File: config.mk
export PLATFORM = sky130hd
export DESIGN_NAME = mem_arbiter_flat
export DESIGN_NICKNAME = d
export VERILOG_FILES = /design/src/rtl/mem_arbiter_pkg.sv /design/src/rtl/sys_defs_pkg.sv /design/src/rtl/mem_arbiter_if.sv /design/src/rtl/mem_arbiter_tag_table.sv /design/src/rtl/mem_arbiter.sv /design/src/flat_wrapper.sv
export SDC_FILE = /design/constraint.sdc
export NUM_CORES = 1
export LEC_CHECK = 0
export CORE_AREA = 3 3 173 175
export CTS_BUF_LIST = sky130_fd_sc_hd__clkbuf_16
export DETAILED_ROUTE_END_ITERATION = 12
export DIE_AREA = 0 0 176 178
export PLACE_DENSITY = 0.5
export SKIP_CTS_REPAIR_TIMING = 1
export SLEW_MARGIN = 10
export SYNTH_ARGS = -nofsm -noshare
export SYNTH_HDL_FRONTEND = slang
export SYNTH_SLANG_ARGS = --single-unit
File: constraint.sdc
create_clock -name clock -period 4.38 [get_ports clock]
set_clock_uncertainty 0.2 [all_clocks]
set_input_delay 0.657 -clock clock [delete_from_list [all_inputs] [get_ports clock]]
set_output_delay 0.657 -clock clock [all_outputs]
set_load 0.05 [all_outputs]
File: src/rtl/mem_arbiter_pkg.sv
// Types shared by the memory arbiter and its tag-ownership table.
package mem_arbiter_pkg;

    typedef enum logic {OWN_IC = 1'b0, OWN_DC = 1'b1} mem_owner_t;

    typedef struct packed {
        logic       valid;
        mem_owner_t owner;
        logic       drop;
    } mem_tag_entry_t;

    localparam int STARVE_MAX_DEF = 4;

    // Tag 0 is reserved as "no tag", so the tag field must also hold NUM_TAGS itself.
    function automatic int tag_width(input int num_tags);
        return $clog2(num_tags + 1);
    endfunction

endpackage

File: src/rtl/sys_defs_pkg.sv
// System-wide bus definitions shared by the cache and memory blocks.
package sys_defs_pkg;

    localparam int NUM_MEM_TAGS = 15;
    localparam int DATA_SIZE    = 64;

    typedef enum logic [1:0] {
        BUS_NONE  = 2'h0,
        BUS_LOAD  = 2'h1,
        BUS_STORE = 2'h2
    } BUS_COMMAND;

endpackage

File: src/rtl/mem_arbiter_if.sv
// Bundle of the icache, dcache and memory-side signals around the arbiter.
interface mem_arbiter_if
    import sys_defs_pkg::*;
    import mem_arbiter_pkg::*;
#(
    parameter int NUM_TAGS = NUM_MEM_TAGS,
    parameter int DATA_W   = DATA_SIZE
);
    localparam int TAG_W = tag_width(NUM_TAGS);

    BUS_COMMAND        ic_command;
    logic [31:0]       ic_addr;
    logic [TAG_W-1:0]  ic_response;
    logic [DATA_W-1:0] ic_data;
    logic [TAG_W-1:0]  ic_tag;

    BUS_COMMAND        dc_command;
    logic [31:0]       dc_addr;
    logic [DATA_W-1:0] dc_data;
    logic [TAG_W-1:0]  dc_response;
    logic [DATA_W-1:0] dc_data_o;
    logic [TAG_W-1:0]  dc_tag;

    logic              rollback;

    BUS_COMMAND        proc2mem_command;
    logic [31:0]       proc2mem_addr;
    logic [DATA_W-1:0] proc2mem_data;
    logic [TAG_W-1:0]  mem2proc_response;
    logic [DATA_W-1:0] mem2proc_data;
    logic [TAG_W-1:0]  mem2proc_tag;

    logic [TAG_W:0]    outstanding_cnt;
    logic              err_bad_tag;

    modport slave (
        input  ic_command, ic_addr, dc_command, dc_addr, dc_data, rollback,
               mem2proc_response, mem2proc_data, mem2proc_tag,
        output ic_response, ic_data, ic_tag, dc_response, dc_data_o, dc_tag,
               proc2mem_command, proc2mem_addr, proc2mem_data,
               outstanding_cnt, err_bad_tag
    );

    modport master (
        output ic_command, ic_addr, dc_command, dc_addr, dc_data, rollback,
               mem2proc_response, mem2proc_data, mem2proc_tag,
        input  ic_response, ic_data, ic_tag, dc_response, dc_data_o, dc_tag,
               proc2mem_command, proc2mem_addr, proc2mem_data,
               outstanding_cnt, err_bad_tag
    );

endinterface

File: src/rtl/mem_arbiter_tag_table.sv
// Per-tag ownership table: allocation on accepted loads, clear on return,
// drop marking of dcache entries on rollback, and a live-entry count.
module mem_tag_table
    import mem_arbiter_pkg::*;
#(
    parameter int TAG_W = 4
) (
    input  logic             clock,
    input  logic             reset,
    input  logic             alloc_en_i,
    input  logic [TAG_W-1:0] alloc_tag_i,
    input  mem_owner_t       alloc_owner_i,
    input  logic [TAG_W-1:0] clr_tag_i,
    input  logic             drop_dc_i,
    output mem_tag_entry_t   lkp_entry_o,
    output logic [TAG_W:0]   count_o
);
    localparam int DEPTH = 2 ** TAG_W;

    mem_tag_entry_t [DEPTH-1:0] entry_q, entry_d;

    // Later updates override earlier ones: a same-cycle re-allocation beats the clear.
    always_comb begin
        entry_d = entry_q;
        for (int i = 0; i < DEPTH; i++) begin
            if (drop_dc_i && entry_q[i].valid && entry_q[i].owner == OWN_DC)
                entry_d[i].drop = 1'b1;
        end
        if (entry_q[clr_tag_i].valid)
            entry_d[clr_tag_i] = '0;
        if (alloc_en_i)
            entry_d[alloc_tag_i] = '{valid: 1'b1, owner: alloc_owner_i, drop: 1'b0};
    end

    always_comb begin
        lkp_entry_o = entry_q[clr_tag_i];
        count_o     = '0;
        for (int i = 0; i < DEPTH; i++)
            count_o = count_o + (TAG_W+1)'(entry_q[i].valid);
    end

    always_ff @(posedge clock or posedge reset) begin
        if (reset) entry_q <= '0;
        else       entry_q <= entry_d;
    end

endmodule

File: src/rtl/mem_arbiter.sv
// Shares the memory bus between icache and dcache: same-cycle grant with dcache
// priority and an icache starvation guard, and routes load returns by tag owner.
module mem_arbiter
    import sys_defs_pkg::*;
    import mem_arbiter_pkg::*;
#(
    parameter int NUM_TAGS   = NUM_MEM_TAGS,
    parameter int DATA_W     = DATA_SIZE,
    parameter int STARVE_MAX = STARVE_MAX_DEF
) (
    input logic          clock,
    input logic          reset,
    mem_arbiter_if.slave bus
);
    localparam int TAG_W = tag_width(NUM_TAGS);
    localparam int SC_W  = $clog2(STARVE_MAX + 1);

    logic              ic_req, dc_req, ic_win, dc_win;
    logic [SC_W-1:0]   starve_q, starve_d;
    logic              err_q, err_d;
    logic              alloc_en;
    mem_owner_t        alloc_owner;
    mem_tag_entry_t    ret_entry;
    logic              ret_live;
    logic [DATA_W-1:0] ret_data;

    // A rolled-back dcache request never reaches memory, so it cannot block icache.
    always_comb begin
        ic_req = (bus.ic_command != BUS_NONE);
        dc_req = (bus.dc_command != BUS_NONE) && !bus.rollback;
        ic_win = ic_req && (!dc_req || starve_q == SC_W'(STARVE_MAX));
        dc_win = dc_req && !ic_win;

        bus.proc2mem_command = BUS_NONE;
        bus.proc2mem_addr    = '0;
        bus.proc2mem_data    = '0;
        bus.ic_response      = '0;
        bus.dc_response      = '0;
        if (ic_win) begin
            bus.proc2mem_command = bus.ic_command;
            bus.proc2mem_addr    = bus.ic_addr;
            bus.ic_response      = bus.mem2proc_response;
        end else if (dc_win) begin
            bus.proc2mem_command = bus.dc_command;
            bus.proc2mem_addr    = bus.dc_addr;
            bus.proc2mem_data    = bus.dc_data;
            bus.dc_response      = bus.mem2proc_response;
        end
    end

    always_comb begin
        starve_d = starve_q;
        if (!ic_req || ic_win)
            starve_d = '0;
        else if (starve_q != SC_W'(STARVE_MAX))
            starve_d = starve_q + SC_W'(1);
    end

    assign alloc_en    = (bus.mem2proc_response != '0) && (bus.proc2mem_command == BUS_LOAD);
    assign alloc_owner = ic_win ? OWN_IC : OWN_DC;

    mem_tag_table #(.TAG_W(TAG_W)) u_tag_table (
        .clock         (clock),
        .reset         (reset),
        .alloc_en_i    (alloc_en),
        .alloc_tag_i   (bus.mem2proc_response),
        .alloc_owner_i (alloc_owner),
        .clr_tag_i     (bus.mem2proc_tag),
        .drop_dc_i     (bus.rollback),
        .lkp_entry_o   (ret_entry),
        .count_o       (bus.outstanding_cnt)
    );

    // A dcache return in the rollback cycle is squashed even before drop is recorded.
    always_comb begin
        ret_live    = (bus.mem2proc_tag != '0) && ret_entry.valid && !ret_entry.drop;
        ret_data    = bus.mem2proc_data;
        bus.ic_data   = ret_data;
        bus.dc_data_o = ret_data;
        bus.ic_tag  = (ret_live && ret_entry.owner == OWN_IC) ? bus.mem2proc_tag : '0;
        bus.dc_tag  = (ret_live && ret_entry.owner == OWN_DC && !bus.rollback) ? bus.mem2proc_tag : '0;
        err_d       = err_q | ((bus.mem2proc_tag != '0) && !ret_entry.valid);
        bus.err_bad_tag = err_q;
    end

    always_ff @(posedge clock or posedge reset) begin
        if (reset) begin
            starve_q <= '0;
            err_q    <= 1'b0;
        end else begin
            starve_q <= starve_d;
            err_q    <= err_d;
        end
    end

endmodule
File: src/flat_wrapper.sv
// flat-port wrapper written by rule: the top's interface ports become plain ports
module mem_arbiter_flat import sys_defs_pkg::*; import mem_arbiter_pkg::*;
#(
    parameter int NUM_TAGS   = NUM_MEM_TAGS,
    parameter int DATA_W     = DATA_SIZE,
    parameter int STARVE_MAX = STARVE_MAX_DEF
)
  (clock, reset, bus_ic_command, bus_ic_addr, bus_dc_command, bus_dc_addr, bus_dc_data, bus_rollback, bus_mem2proc_response, bus_mem2proc_data, bus_mem2proc_tag, bus_ic_response, bus_ic_data, bus_ic_tag, bus_dc_response, bus_dc_data_o, bus_dc_tag, bus_proc2mem_command, bus_proc2mem_addr, bus_proc2mem_data, bus_outstanding_cnt, bus_err_bad_tag);
  mem_arbiter_if #(.NUM_TAGS(NUM_TAGS), .DATA_W(DATA_W)) bus_i ();
  input logic clock;
  input logic reset;
  input wire logic [$bits(bus_i.ic_command)-1:0] bus_ic_command;
  input wire logic [$bits(bus_i.ic_addr)-1:0] bus_ic_addr;
  input wire logic [$bits(bus_i.dc_command)-1:0] bus_dc_command;
  input wire logic [$bits(bus_i.dc_addr)-1:0] bus_dc_addr;
  input wire logic [$bits(bus_i.dc_data)-1:0] bus_dc_data;
  input wire logic [$bits(bus_i.rollback)-1:0] bus_rollback;
  input wire logic [$bits(bus_i.mem2proc_response)-1:0] bus_mem2proc_response;
  input wire logic [$bits(bus_i.mem2proc_data)-1:0] bus_mem2proc_data;
  input wire logic [$bits(bus_i.mem2proc_tag)-1:0] bus_mem2proc_tag;
  output wire logic [$bits(bus_i.ic_response)-1:0] bus_ic_response;
  output wire logic [$bits(bus_i.ic_data)-1:0] bus_ic_data;
  output wire logic [$bits(bus_i.ic_tag)-1:0] bus_ic_tag;
  output wire logic [$bits(bus_i.dc_response)-1:0] bus_dc_response;
  output wire logic [$bits(bus_i.dc_data_o)-1:0] bus_dc_data_o;
  output wire logic [$bits(bus_i.dc_tag)-1:0] bus_dc_tag;
  output wire logic [$bits(bus_i.proc2mem_command)-1:0] bus_proc2mem_command;
  output wire logic [$bits(bus_i.proc2mem_addr)-1:0] bus_proc2mem_addr;
  output wire logic [$bits(bus_i.proc2mem_data)-1:0] bus_proc2mem_data;
  output wire logic [$bits(bus_i.outstanding_cnt)-1:0] bus_outstanding_cnt;
  output wire logic [$bits(bus_i.err_bad_tag)-1:0] bus_err_bad_tag;
  assign bus_i.ic_command = bus_ic_command;
  assign bus_i.ic_addr = bus_ic_addr;
  assign bus_i.dc_command = bus_dc_command;
  assign bus_i.dc_addr = bus_dc_addr;
  assign bus_i.dc_data = bus_dc_data;
  assign bus_i.rollback = bus_rollback;
  assign bus_i.mem2proc_response = bus_mem2proc_response;
  assign bus_i.mem2proc_data = bus_mem2proc_data;
  assign bus_i.mem2proc_tag = bus_mem2proc_tag;
  assign bus_ic_response = bus_i.ic_response;
  assign bus_ic_data = bus_i.ic_data;
  assign bus_ic_tag = bus_i.ic_tag;
  assign bus_dc_response = bus_i.dc_response;
  assign bus_dc_data_o = bus_i.dc_data_o;
  assign bus_dc_tag = bus_i.dc_tag;
  assign bus_proc2mem_command = bus_i.proc2mem_command;
  assign bus_proc2mem_addr = bus_i.proc2mem_addr;
  assign bus_proc2mem_data = bus_i.proc2mem_data;
  assign bus_outstanding_cnt = bus_i.outstanding_cnt;
  assign bus_err_bad_tag = bus_i.err_bad_tag;
  mem_arbiter #(.NUM_TAGS(NUM_TAGS), .DATA_W(DATA_W), .STARVE_MAX(STARVE_MAX)) u_core (.clock(clock), .reset(reset), .bus(bus_i));
endmodule
==> key figures <==
Placement
  – Post-DP HPWL: 19300 um
  – Port Buffers: 262
  – Placed cells: 1155
  – Final GP Congestion: 0.828

Critical path
  – Crit-path slowest cell: fa_2
  – Largest stage delay, worst path: 570 ps
  – CP top delay family: adder cells
  – Worst-path cell chain: inv_2 > fa_1 > fa_1 > fa_2 > fa_2 > inv_2 > ha_4 > inv_2 > fa_2 > nor2b_1 > o21a_2 > buf_12
  – Critical path peak fanout: 2
  – Critical path arrival: 3710 ps
  – Setup crit end kind: output port
  – Kind of critical path: flop to output port
  – Critical path launch point type: flop
  – WP buf/inv: 4
  – R2R Setup Slk: 1910 ps
  – Critical path required time: 3520 ps

Synth
  – Mux share of post-synthesis cell area: 0.0920
  – Warnings from Yosys: 0
  – Mean Syn Cell Area: 8.06 sq um
  – Largest family of logic cells by synthesized area: simple AND/OR/NAND/NOR gates
  – Gate Count Post-Synth: 646
  – Post-synth top area cell: dfrtp_1
  – Ys flop type: dfrtp_1
  – Post-Synth XOR/XNOR Area: 0.00336
  – Synthesized flop and latch total: 51
  – Netlist cell types: 46
  – Syn nets: 870
  – Register area share after synthesis: 0.245
  – Dominant cells by area after synthesis: dfrtp_1 25%, buf_4 19%, and2_1 8.8%, nand2_1 7.0%, o21ai_0 4.4%
  – Synthesized-area fraction occupied by adder cells: 0.0552
  – EDFF count, synth: 0
  – Synth top area share: 0.245
  – Simple-Gate Fraction of Synth Area: 0.253
  – Synth Cell Area: 0.00521 sq mm
  – Share of synthesized registers carrying an async set or reset: 1.00
  – Compound-Gate Fraction of Synth Area: 0.113

Clocking
  – Max H-tree Level: 2
  – CTS root buffer: clkbuf_16
  – Worst-Skew Late Latency: 290 ps
  – CTS tree: yes
  – Clock Tree Buf Depth: 2
  – Reg clk slew, reported paths: 70 ps
  – Clk sinks: 51
  – CTS Buf Count: 5

Detailed routing
  – Remaining DRCs: 0
  – Initial DRT Pass Iterations: 4
  – Post-route ant nets: 0
  – DR WL/cell: 19.0 um
  – Via count: 4706
  – Initial drt markers: 251
  – Final wirelength: 22200 um
  – Vias/cell: 4.04

STA
  – Final hold viol count: 0
  – Worst slew margin: 0.390
  – Slack of the critical path: -190 ps
  – Max Slew Vio Count: 0
  – Tcrit/Tclk final: 1.04
  – Setup violations, final: 4
  – F_max: 0.219 GHz
  – Worst Max-Slew Pin Slew: 905 ps
  – Minimum clock period: 4570 ps
  – RSZ-0062 raised after global routing: true

Pwr
  – Power Density: 695 mW/mm^2
  – Peak supply drop: 0.00146 V
  – Leak pwr: 3.73 nW
  – Design Power: 0.00605 W

GRT
  – Overflow after GRT: 0
  – First-pass GRT wire length: 31300 um
  – Largest net degree at the start of global routing: 41
  – Vias in the first global route: 4618
  – Initial antenna violation count: 3
  – Overall Global Routing Usage: 0.135

Layout
  – Fill count: 2994
  – Share of layout cells above drive strength 1: 0.229
  – Most common cell after layout, fill and taps aside: clkdlybuf4s50_1
  – Nets: 1005
  – Fin cells: 1165
  – Layout area overhead: 67.0%
  – Most frequent cells in the layout: 143 x clkdlybuf4s50_1, 113 x buf_12, 97 x nand2_1

Die
  – Die H: 178 um
  – Core area: 0.0286 sq mm
  – Horiz. Die Dim: 176 um
  – IO Pins: 455
  – Row cnt: 62
  – Die Area: 0.0313 sq mm
  – Initial Utilization: 0.182

Run status
  – Violated checks: setup timing
  – Outcome: finished, violations left

Run
  – Max-cap violations: 0

Hold path
  – Hold WC Path Type: flop to flop
kinds of logic after synthesis:
logic type,count (synthesis)
compound gates,95
xor+xnor,2
fa+ha+maj,17
buf+inv,194
flops,51
mux,33
simple gates,254
Yosys cell counts, types with 2 or more instances:
| master | count |
|---|---|
| a21o_1 | 17 |
| a21oi_1 | 16 |
| a22o_1 | 2 |
| a32o_1 | 2 |
| and2_1 | 73 |
| and3_1 | 16 |
| and4bb_2 | 2 |
| buf_2 | 4 |
| buf_4 | 129 |
| clkbuf_1 | 26 |
| dfrtp_1 | 51 |
| fa_1 | 10 |
| ha_1 | 7 |
| inv_1 | 33 |
| mux2i_1 | 22 |
| mux4_1 | 6 |
| mux4_2 | 3 |
| nand2_1 | 97 |
| nand3_1 | 15 |
| nand4_1 | 4 |
| nor2_1 | 21 |
| nor2b_1 | 13 |
| nor3_1 | 3 |
| nor4b_1 | 2 |
| o21a_1 | 5 |
| o21ai_0 | 46 |
| xnor2_1 | 2 |
layer usage:
layer / part of all wire / track usage / up-vias / routed length, um
met5: 0 / 0 / - / 0
met4: 0.016 / 0.0307 / 0 / 344
met3: 0.083 / 0.0381 / 40 / 1850
met2: 0.46 / 0.209 / 204 / 10300
met1: 0.44 / 0.186 / 2202 / 9720
li1: - / - / 2260 / -
sequential cells by signal, summed over array words and instances (netlist names):
name,count
u_core.bus.err_bad_tag,1
u_core.starve_q,3
u_core.u_tag_table.entry_q,47
worst paths after layout:
| kind | start | to | depth (start not counted) |
|---|---|---|---|
| max | u_core.u_tag_table.entry_q[35] | bus_outstanding_cnt[4] | 12 |
| max reg2reg | u_core.starve_q[0] | u_core.u_tag_table.entry_q[13] | 6 |
| min reg2reg | u_core.bus.err_bad_tag | u_core.bus.err_bad_tag | 1 |
| min in group asynchronous | reset | u_core.u_tag_table.entry_q[19] | 2 |
| min | u_core.bus.err_bad_tag | u_core.bus.err_bad_tag | 1 |
| max in group asynchronous | reset | u_core.u_tag_table.entry_q[17] | 3 |
per-stage QoR:
| step | hold WS [ps] | worst slack [ps] | cell area, sq um | setup TNS, ps | util |
|---|---|---|---|---|---|
| 3_5_place_dp | 260 | -45.5 | 8520 | -45.5 | 0.298 |
| 2_1_floorplan | 257 | -95.7 | 5230 | -95.7 | - |
| 6_report | 275 | -190 | 8700 | -511 | 0.304 |
| 5_1_grt | 297 | -297 | 8690 | -892 | 0.304 |
| 3_3_place_gp | 256 | 12.2 | 8520 | 0 | 0.298 |
| 4_1_cts | 275 | -349 | 8650 | -1150 | 0.302 |
power breakdown:
| group | internal [W] | switching, W | leakage [nW] |
|---|---|---|---|
| combinational | 0.00239 | 0.00254 | 3.02 |
| sequential | 0.000625 | 0.000118 | 0.642 |
| clock | 0.000204 | 0.000164 | 0.0669 |
| total | 0.00322 | 0.00283 | 3.73 |
layout make-up:
class,count,area [sq um],area share
Timing Repair Buffer,289,3940,0.453
Multi-Input combinational cell,401,2740,0.315
Sequential cell,51,1280,0.147
Tap cell,384,480,0.0552
Clock buffer,5,125,0.0144
Inverter,33,124,0.0142
Clock inverter,1,3.75,0.000432
Antenna cell,1,2.50,0.000288
(Power assumes the default switching activity.)
